### config.mk
export PLATFORM = sky130hd
export DESIGN_NAME = imm_ext_pipe
export DESIGN_NICKNAME = d
export VERILOG_FILES = /design/src/rtl/imm_ext_pkg.sv /design/src/rtl/ext_core.sv /design/src/rtl/imm_ext_pipe.sv
export SDC_FILE = /design/constraint.sdc
export NUM_CORES = 1
export LEC_CHECK = 0
export CAP_MARGIN = 30
export CORE_ASPECT_RATIO = 0.8
export CORE_UTILIZATION = 48
export CTS_CLUSTER_DIAMETER = 30
export DETAILED_ROUTE_END_ITERATION = 8
export PLACE_DENSITY = 0.75
export SYNTH_ARGS = -nofsm -noshare
export SYNTH_HDL_FRONTEND = slang
export SYNTH_SLANG_ARGS = --single-unit
### constraint.sdc
create_clock -name i_clk -period 1.8 [get_ports i_clk]
set_input_delay 0.18 -clock i_clk [delete_from_list [all_inputs] [get_ports i_clk]]
set_output_delay 0.18 -clock i_clk [all_outputs]
set_load 0.02 [all_outputs]
### src/rtl/imm_ext_pkg.sv
// Shared definitions for the immediate-extension pipeline.
package imm_ext_pkg;

  typedef enum logic [1:0] {
    EXT_SIGN   = 2'b00,
    EXT_ZERO   = 2'b01,
    EXT_BRANCH = 2'b10,
    EXT_UPPER  = 2'b11
  } ext_mode_e;

  localparam int IMM_STAGES = 2;

endpackage

### src/rtl/ext_core.sv
// Combinational immediate extension: sign, zero, branch (sign then shift), upper.
module ext_core
  import imm_ext_pkg::*;
#(
  parameter int DTBITS  = 16,
  parameter int EXTBITS = 32,
  parameter int SHAMT   = 2
) (
  input  logic [DTBITS-1:0]  data,
  input  logic [1:0]         mode,
  output logic [EXTBITS-1:0] result
);

  logic signed [DTBITS-1:0] sdata;
  logic [EXTBITS-1:0]       sext;
  logic [EXTBITS-1:0]       zext;

  // Size casts keep these legal even when EXTBITS == DTBITS.
  assign sdata = $signed(data);
  assign sext  = EXTBITS'(sdata);
  assign zext  = EXTBITS'(data);

  always_comb begin
    result = sext;
    case (ext_mode_e'(mode))
      EXT_SIGN:   result = sext;
      EXT_ZERO:   result = zext;
      EXT_BRANCH: result = sext << SHAMT;
      EXT_UPPER:  result = zext << (EXTBITS - DTBITS);
      default:    result = sext;
    endcase
  end

endmodule

### src/rtl/imm_ext_pipe.sv
// Two-stage immediate-extension pipeline with stall, flush and a delivered-result counter.
module imm_ext_pipe
  import imm_ext_pkg::*;
#(
  parameter int DTBITS  = 16,
  parameter int EXTBITS = 32,
  parameter int SHAMT   = 2,
  parameter int CNTBITS = 8
) (
  input  logic               i_clk,
  input  logic               i_rst_n,
  input  logic               i_valid,
  input  logic [DTBITS-1:0]  i_ext,
  input  logic [1:0]         i_mode,
  input  logic               i_stall,
  input  logic               i_flush,
  output logic               o_valid,
  output logic [EXTBITS-1:0] o_ext,
  output logic               o_neg,
  output logic [CNTBITS-1:0] o_count
);

  if (EXTBITS < DTBITS + SHAMT) begin : g_bad_params
    $error("imm_ext_pipe: EXTBITS must be >= DTBITS + SHAMT");
  end

  // vld_pipe[1] is the S1 valid, vld_pipe[2] drives o_valid.
  logic [IMM_STAGES:1] vld_pipe;
  logic [DTBITS-1:0]   s1_ext;
  logic [1:0]          s1_mode;
  logic [EXTBITS-1:0]  core_res;

  ext_core #(
    .DTBITS (DTBITS),
    .EXTBITS(EXTBITS),
    .SHAMT  (SHAMT)
  ) u_core (
    .data  (s1_ext),
    .mode  (s1_mode),
    .result(core_res)
  );

  always_ff @(posedge i_clk) begin
    if (!i_rst_n) begin
      vld_pipe <= '0;
      s1_ext   <= '0;
      s1_mode  <= '0;
      o_ext    <= '0;
      o_neg    <= 1'b0;
      o_count  <= '0;
    end else if (i_flush) begin
      // Data is left stale; only the valid bits matter after a flush.
      vld_pipe <= '0;
    end else if (!i_stall) begin
      vld_pipe <= {vld_pipe[1], i_valid};
      s1_ext   <= i_ext;
      s1_mode  <= i_mode;
      o_ext    <= core_res;
      o_neg    <= core_res[EXTBITS-1];
      if (vld_pipe[1]) o_count <= o_count + 1'b1;
    end
  end

  assign o_valid = vld_pipe[IMM_STAGES];

endmodule

==> impl_metrics.toml, run 1 <==
[run_status]
outcome = "finished, final reports clean"

[critical_path]
critPathSlowestCell = "clkdlybuf4s50_1"
path_buf_inv = 1
crit_path_start_kind = "register"
crit_arrival_ns = 1.40
cp.required_ns = 1.62
slowest_delay_ns = 0.64
critical_path_class = "register to output pin"
end_kind = "output pin"
crit_fanout = 6
cp_top_family = "buffers and inverters"
path_cells = "clkdlybuf4s50_1"

[synth]
synth_edf_count = 0
seq_area_frac_synth = 0.498
synthArstFlopShare = 0
synth_cell_types = 35
ys_ff_latch = 60
ys.flop_type = "dfxtp_1"
yosysWarnings = 0
syn_area_sq_um = 2410
syn_avg_cell_area_sq_um = 8.65
synthCells = 279
synth_nets = 303

[sta]
min_period_ns = 1.58
final_hold_viol_count = 0
fin_skew_ns = 0.00576
finalCritPeriodShare = 0.878
slew_violations = 0
fin_setup_tns_ns = 0
tightest_slew_ns = 0.606
setup_viol = 0
slew-limit-headroom = 0.594
fmax_mhz = 633
rsz0062_at_grt = "false"
hold_slack_ns = 0.407

[power_and_ir_drop]
power.leakage_nw = 1.17
p_per_area_nw_per_um2 = 839
ir_worst_vdd_mv = 0.597

[die]
die_h_microns = 65.4
die_w_microns = 81.3
dieArea_sq_um = 5320
ioPinCount = 65
fp-row-count = 22
core_sq_um = 4710
start_util = 0.513

[routing]
first_iter_violations = 98
avgRoutedWirePerCell_microns = 14.6
dr.pass1.iters = 4
drc_errors = 0
vias_per_cell = 5.41
vias = 2202
wl_microns = 5950
ant_nets = 0

[global_routing]
antenna_found_initial = 0
grt_pass1_wl_microns = 9960
grt_pass1_vias = 2022
grt_max_degree = 52
grt_usage = 0.249
overflow = 0

[place]
place.gp.congestion = 0.763
dpl.hpwl_microns = 4000
port_buffers = 64

[clocking]
holdBufCountCts = 0
clock_path_buffers = 2
cts_tree = "yes"
clock_sinks = 60
clk_pin_slew_ns = 0.06
clk-insertion-delay-late_ns = 0.33
clock-root-buffer = "clkbuf_8"
htreeDepth = 3
cts_buffers = 9
post_cts_buffers = 0

[cells_and_area]
nets = 368
antennaDiodeCount = 0
post-route-util = 0.706
n_fill_cell = 390
drive_above_1_share = 0.0807
area_growth_syn_to_layout_pct = 37.6

[worst_hold_path]
min_path_type = "primary input to register"

[run]
drv.max_cap_violation_count = 0
## per-stage QoR
stage                     setup WS, ns  instance area [sq um]  total power, mW  std cells
after global routing            0.0551                   3320             2.93        407
after floorplan                  0.313                   2410             1.64        279
after CTS                        0.135                   3320             2.81        407
after global placement         -0.0283                   3160             1.82        393
final                            0.219                   3320             2.79        407
after detailed placement       -0.0278                   3160             1.83        393
## layout by cell type (no fill, tap or decap), types with 4 or more instances in the layout
cell,instances
clkdlybuf4s50_1,64
dfxtp_1,60
nand2_1,58
a21boi_0,24
nor2_1,16
o21ai_0,16
a21oi_1,16
nor3b_1,15
a221oi_1,14
clkbuf_8,10
buf_4,9
nand3_1,5
inv_1,4
## final timing paths
kind | from | endpoint | slack, ns | cells after the start
max | o_count[2]$_SDFFE_PN0P_ | o_count[2] | 0.22 | 1
min | i_ext[4] | s1_ext[4]$_SDFFE_PN0P_ | 0.41 | 3
max reg2reg | vld_pipe[1]$_SDFFE_PP0N_ | o_count[7]$_SDFFE_PN0P_ | 0.25 | 3
min reg2reg | o_ext[16]$_SDFFE_PN0P_ | o_ext[16]$_SDFFE_PN0P_ | 0.47 | 2
## registers in the layout, summed over array words and instances (netlist names)
name,count
o_ext,32
s1_ext,16
o_count,8
s1_mode,2
vld_pipe,2
## per-layer routing
| metal | GRT usage | up-vias | part of all wire |
|---|---|---|---|
| met1 | 0.362 | 1037 | 0.50 |
| met5 | 0 | - | 0 |
| met4 | 0.0469 | 0 | 0.0057 |
| met2 | 0.360 | 63 | 0.44 |
| met3 | 0.0792 | 4 | 0.051 |
| li1 | - | 1098 | - |
## synthesized netlist by cell type, drive strengths merged (2+ instances only)
master | count | area (sq um)
dfxtp | 60 | 1200
xnor2 | 2 | 17.5
buf | 4 | 28.8
a21oi | 16 | 80.1
or3 | 2 | 12.5
inv | 4 | 15.0
mux2i | 3 | 30.0
nand2b | 3 | 18.8
nor2 | 17 | 63.8
a21boi | 25 | 188
nor3b | 15 | 113
nand2 | 58 | 218
clkbuf | 18 | 67.6
and2 | 3 | 18.8
a221oi | 14 | 123
o21ai | 17 | 85.1
nand3 | 5 | 25.0
## final cells by class
cell class | count | area, sq um | area share
clock buffers | 11 | 141 | 0.0426
clock inverters | 3 | 15.0 | 0.00452
inverters | 4 | 15.0 | 0.00452
multi-input cells | 193 | 1110 | 0.333
flip-flops and latches | 60 | 1200 | 0.362
well taps | 60 | 75.1 | 0.0226
repair buffers | 76 | 768 | 0.231
## repair_timing
action / CTS / global route
hold endpoints to repair: 0 / 0
gates resized for setup: 0 / 1
setup endpoints to repair: 0 / 4
## where the power goes
part           internal [mW]  switching (mW)
Combinational          0.188           0.179
Sequential              1.39          0.0465
Clock                  0.514           0.474
## cells by family after synthesis
group / Yosys count / synth area share
adders and majority gates: 1 / 0.00518
AOI/OAI and AO/OA: 76 / 0.210
xor gates and xnor gates: 2 / 0.00726
buffers and inverters: 26 / 0.0461
DFF: 60 / 0.498
muxes: 4 / 0.0171
and+or+nand+nor: 110 / 0.216
(Power assumes the default switching activity.)
==> inputs of run 2 (changes only) <==
--- a/config.mk
+++ b/config.mk
@@ -9,8 +9,10 @@
 export CORE_ASPECT_RATIO = 0.8
 export CORE_UTILIZATION = 48
 export CTS_CLUSTER_DIAMETER = 30
+export CTS_CLUSTER_SIZE = 14
 export DETAILED_ROUTE_END_ITERATION = 8
 export PLACE_DENSITY = 0.75
+export SLEW_MARGIN = 20
 export SYNTH_ARGS = -nofsm -noshare
 export SYNTH_HDL_FRONTEND = slang
 export SYNTH_SLANG_ARGS = --single-unit
==> impl_metrics.toml, run 2 (same netlist as run 1, synthesis figures left out) <==
[run_status]
outcome = "finished, final reports clean"

[die]
fp-row-count = 22
ioPinCount = 65
die_h_microns = 65.4
dieArea_sq_um = 5320
core_sq_um = 4710
start_util = 0.513
die_w_microns = 81.3

[global_routing]
grt_usage = 0.249
grt_max_degree = 52
antenna_found_initial = 0
grt_pass1_vias = 2022
grt_pass1_wl_microns = 9960
overflow = 0

[clocking]
holdBufCountCts = 0
post_cts_buffers = 0
post_cts_resized = 0
clk_pin_slew_ns = 0.06
clock_sinks = 60
htreeDepth = 3
cts_buffers = 9
clk-insertion-delay-late_ns = 0.33
clock_path_buffers = 2
clock-root-buffer = "clkbuf_8"
cts_tree = "yes"

[power_and_ir_drop]
ir_worst_vdd_mv = 0.598
p_per_area_nw_per_um2 = 837
power.leakage_nw = 1.17

[sta]
final_hold_viol_count = 0
slew-limit-headroom = 0.674
min_period_ns = 1.58
rsz0062_at_grt = "false"
tightest_slew_ns = 0.489
fmax_mhz = 633
finalCritPeriodShare = 0.878
hold_slack_ns = 0.409
setup_viol = 0
slew_violations = 0
fin_skew_ns = 0.00510

[cells_and_area]
nets = 369
area_growth_syn_to_layout_pct = 37.8
antennaDiodeCount = 0
n_fill_cell = 389
most-common-layout-cells = "64 x clkdlybuf4s50_1, 60 x dfxtp_1, 58 x nand2_1, 24 x a21boi_0"
drive_above_1_share = 0.0805
finalNonFillerCells = 408
top_register = "o_ext"
largest_reg_flops = 32
reg_top3 = "o_ext: 32 flops, s1_ext: 16 flops, o_count: 8 flops"
final_common_cell = "clkdlybuf4s50_1"

[critical_path]
critPathSlowestCell = "clkdlybuf4s50_1"
r2r_end = "o_count[7]$_SDFFE_PN0P_"
slowest_delay_ns = 0.64
critical_path_class = "register to output pin"
cp_top_family = "buffers and inverters"
crit_arrival_ns = 1.40
crit_fanout = 6
path_cells = "clkdlybuf4s50_1"
path_buf_inv = 1
crit_start = "o_count[2]$_SDFFE_PN0P_"
rr_startpoint = "vld_pipe[1]$_SDFFE_PP0N_"
r2r_setup_slack_ns = 0.25
end_kind = "output pin"
crit_path_start_kind = "register"
cp.required_ns = 1.62
reg2regPathDepth = 3

[place]
dpl.hpwl_microns = 4000
place.gp.congestion = 0.763
dp.cells = 393
port_buffers = 64

[routing]
first_iter_violations = 135
ant_nets = 0
vias_per_cell = 5.38
dr.pass1.iters = 4
drc_errors = 0
avgRoutedWirePerCell_microns = 14.5
wl_microns = 5930
vias = 2195

[worst_hold_path]
min_from = "i_ext[15]"
worstHoldPathCells = 3
min_path_type = "primary input to register"
hold_path_end = "s1_ext[15]$_SDFFE_PN0P_"

[run]
drv.max_cap_violation_count = 0
## run 2: cell types whose count changed in the layout (fill, tap and decap cells not counted), sizes merged
cell and change:
clkbuf +1
## run 2: area by class of cell
class | count | area, sq um | share of cell area
multi-input combinational | 193 | 1100 | 0.332
sequential | 60 | 1200 | 0.361
timing repair buffer | 77 | 776 | 0.233
tap | 60 | 75.1 | 0.0226
inverter | 4 | 15.0 | 0.00451
clock buffer | 11 | 141 | 0.0425
clock inverter | 3 | 15.0 | 0.00451
## run 2: layer usage
| layer | GRT usage | wire length, microns | up-vias | share of wire |
|---|---|---|---|---|
| met5 | 0 | 0 | - | 0 |
| met4 | 0.0469 | 10 | 0 | 0.0017 |
| met3 | 0.0792 | 309 | 2 | 0.052 |
| met2 | 0.360 | 2690 | 64 | 0.45 |
| met1 | 0.362 | 2930 | 1028 | 0.49 |
| li1 | - | - | 1101 | - |
## run 2: worst reg2reg max path: cells and delay by family, from the launching register on
family	cells	cell delay [ns]
mux	1	0.24
simple gates	2	0.87
flops	1	0.37
## run 2: worst max-delay path by stage
stage / end / slack (ns) / cells after the start
global route: o_count[7]$_SDFFE_PN0P_ / 0.06 / 3
CTS: o_ext[14]$_SDFFE_PN0P_ / 0.13 / 3
floorplan: o_count[5]$_SDFFE_PN0P_ / 0.31 / 4
detailed placement: o_count[7]$_SDFFE_PN0P_ / -0.03 / 4
global placement: o_count[7]$_SDFFE_PN0P_ / -0.03 / 4
finish: o_count[2] / 0.22 / 1
## run 2: stage by stage
step | total power [mW] | setup WS, ns | instance area, sq um | TNS (ns) | util
2_1_floorplan | 1.64 | 0.313 | 2410 | 0 | -
3_3_place_gp | 1.82 | -0.0283 | 3160 | -0.0283 | 0.672
3_5_place_dp | 1.83 | -0.0278 | 3160 | -0.0278 | 0.672
4_1_cts | 2.81 | 0.135 | 3320 | 0 | 0.705
5_1_grt | 2.93 | 0.0551 | 3330 | 0 | 0.707
6_report | 2.79 | 0.220 | 3330 | 0 | 0.707
## run 2: report_power, final
part,leakage [nW],switching (mW),internal (mW)
clock,0.0848,0.470,0.514
combinational,0.596,0.179,0.188
sequential,0.490,0.0462,1.39
==> inputs of run 3 (changes only) <==
==> constraint.sdc (replaced) <==
create_clock -name i_clk -period 1.6 [get_ports i_clk]
set_input_delay 0.16 -clock i_clk [delete_from_list [all_inputs] [get_ports i_clk]]
set_output_delay 0.16 -clock i_clk [all_outputs]
set_load 0.02 [all_outputs]
==> impl_metrics.toml, run 3 (same netlist as run 1, synthesis figures left out) <==
[clocking]
cts_tree = "yes"
post_cts_buffers = 0
clock_sinks = 60
holdBufCountCts = 0
clk_pin_slew_ns = 0.06
clock_path_buffers = 2
clk-insertion-delay-late_ns = 0.33
htreeDepth = 3
clock-root-buffer = "clkbuf_8"
cts_buffers = 9

[cells_and_area]
final_common_cell = "clkdlybuf4s50_1"
drive_above_1_share = 0.105
top_register = "o_ext"
final_area_sq_um = 3430
largest_reg_flops = 32
multi_input_area_sq_um = 1110
post-route-util = 0.729
n_fill_cell = 369
most-common-layout-cells = "63 x clkdlybuf4s50_1, 60 x dfxtp_1, 58 x nand2_1, 24 x a21boi_0"
area_growth_syn_to_layout_pct = 42.1
seqCellArea_sq_um = 1200
nets = 374
antennaDiodeCount = 0
reg_top3 = "o_ext: 32 flops, s1_ext: 16 flops, o_count: 8 flops"

[sta]
slew-limit-headroom = 0.621
rsz0062_at_grt = "false"
fin_skew_ns = 0.00945
min_period_ns = 1.53
slew_violations = 0
fmax_mhz = 655
final_hold_viol_count = 0
fin_setup_tns_ns = 0
finalCritPeriodShare = 0.954
tightest_slew_ns = 0.566
setup_viol = 0

[power_and_ir_drop]
finalPower_mw = 3.45
p_per_area_nw_per_um2 = 1010
ir_worst_vdd_mv = 0.648
power.leakage_nw = 1.24

[critical_path]
crit_start = "o_count[0]$_SDFFE_PN0P_"
crit_arrival_ns = 1.37
slowest_delay_ns = 0.64
crit_fanout = 4
critPathSlowestCell = "clkdlybuf4s50_1"
path_buf_inv = 1
cp_top_family = "buffers and inverters"
end_kind = "output pin"
path_cells = "clkdlybuf4s50_1"
crit_path_start_kind = "register"
rr_startpoint = "vld_pipe[1]$_SDFFE_PP0N_"
cp.required_ns = 1.44
critical_path_class = "register to output pin"

[worst_hold_path]
min_from = "i_ext[6]"
min_path_type = "primary input to register"

[die]
start_util = 0.513
die_h_microns = 65.4
dieArea_sq_um = 5320
core_sq_um = 4710
die_w_microns = 81.3
ioPinCount = 65
fp-row-count = 22

[place]
dpl.hpwl_microns = 4090
postPlaceCellArea_sq_um = 3210
place.gp.congestion = 0.785
port_buffers = 64

[global_routing]
antenna_found_initial = 0
overflow = 0
grt_max_degree = 52
grt_pass1_wl_microns = 9960
grt_pass1_vias = 2088
grt_usage = 0.253

[routing]
dr.pass1.iters = 4
first_iter_violations = 102
avgRoutedWirePerCell_microns = 14.6
ant_nets = 0
drc_errors = 0
vias = 2222
vias_per_cell = 5.38
wl_microns = 6010

[run_status]
outcome = "finished, final reports clean"

[run]
drv.max_cap_violation_count = 0
## run 3: metrics by stage
stage | std cells | hold WS [ns] | setup slack, ns
2_1_floorplan | 279 | 0.304 | 0.113
3_3_place_gp | 399 | 0.449 | -0.215
3_5_place_dp | 399 | 0.451 | -0.231
4_1_cts | 413 | 0.380 | 0.0266
5_1_grt | 413 | 0.383 | 0.0125
6_report | 413 | 0.390 | 0.0743
## run 3: worst paths after layout
path / endpoint / slack (ns) / depth (start not counted)
worst max-delay path: o_count[0] / 0.07 / 1
worst min-delay path: s1_ext[6]$_SDFFE_PN0P_ / 0.39 / 3
worst max register to register: o_count[5]$_SDFFE_PN0P_ / 0.10 / 3
worst min register to register: o_ext[16]$_SDFFE_PN0P_ / 0.46 / 2
## run 3: area by class of cell
| type | instances | share of cell area |
|---|---|---|
| flip-flops and latches | 60 | 0.350 |
| multi-input cells | 193 | 0.325 |
| repair buffers | 82 | 0.238 |
| clock buffers | 13 | 0.0522 |
| well taps | 60 | 0.0219 |
| clock inverters | 1 | 0.00875 |
| inverters | 4 | 0.00438 |
## run 3: metal layers
metal / share of wire / vias to the layer above / GRT usage
met4: 0.012 / 0 / 0.0826
met5: 0 / - / 0
met3: 0.060 / 6 / 0.0903
met1: 0.48 / 1031 / 0.338
li1: - / 1113 / -
met2: 0.45 / 72 / 0.375
## run 3: repair_timing
action	CTS	global route
gates resized for setup	2	2
endpoints found under the setup margin	2	3
endpoints found under the hold margin	0	0
## run 3: power by group
part           switching [mW]  internal [mW]
sequential             0.0514           1.56
combinational           0.204          0.219
clock                   0.541          0.873
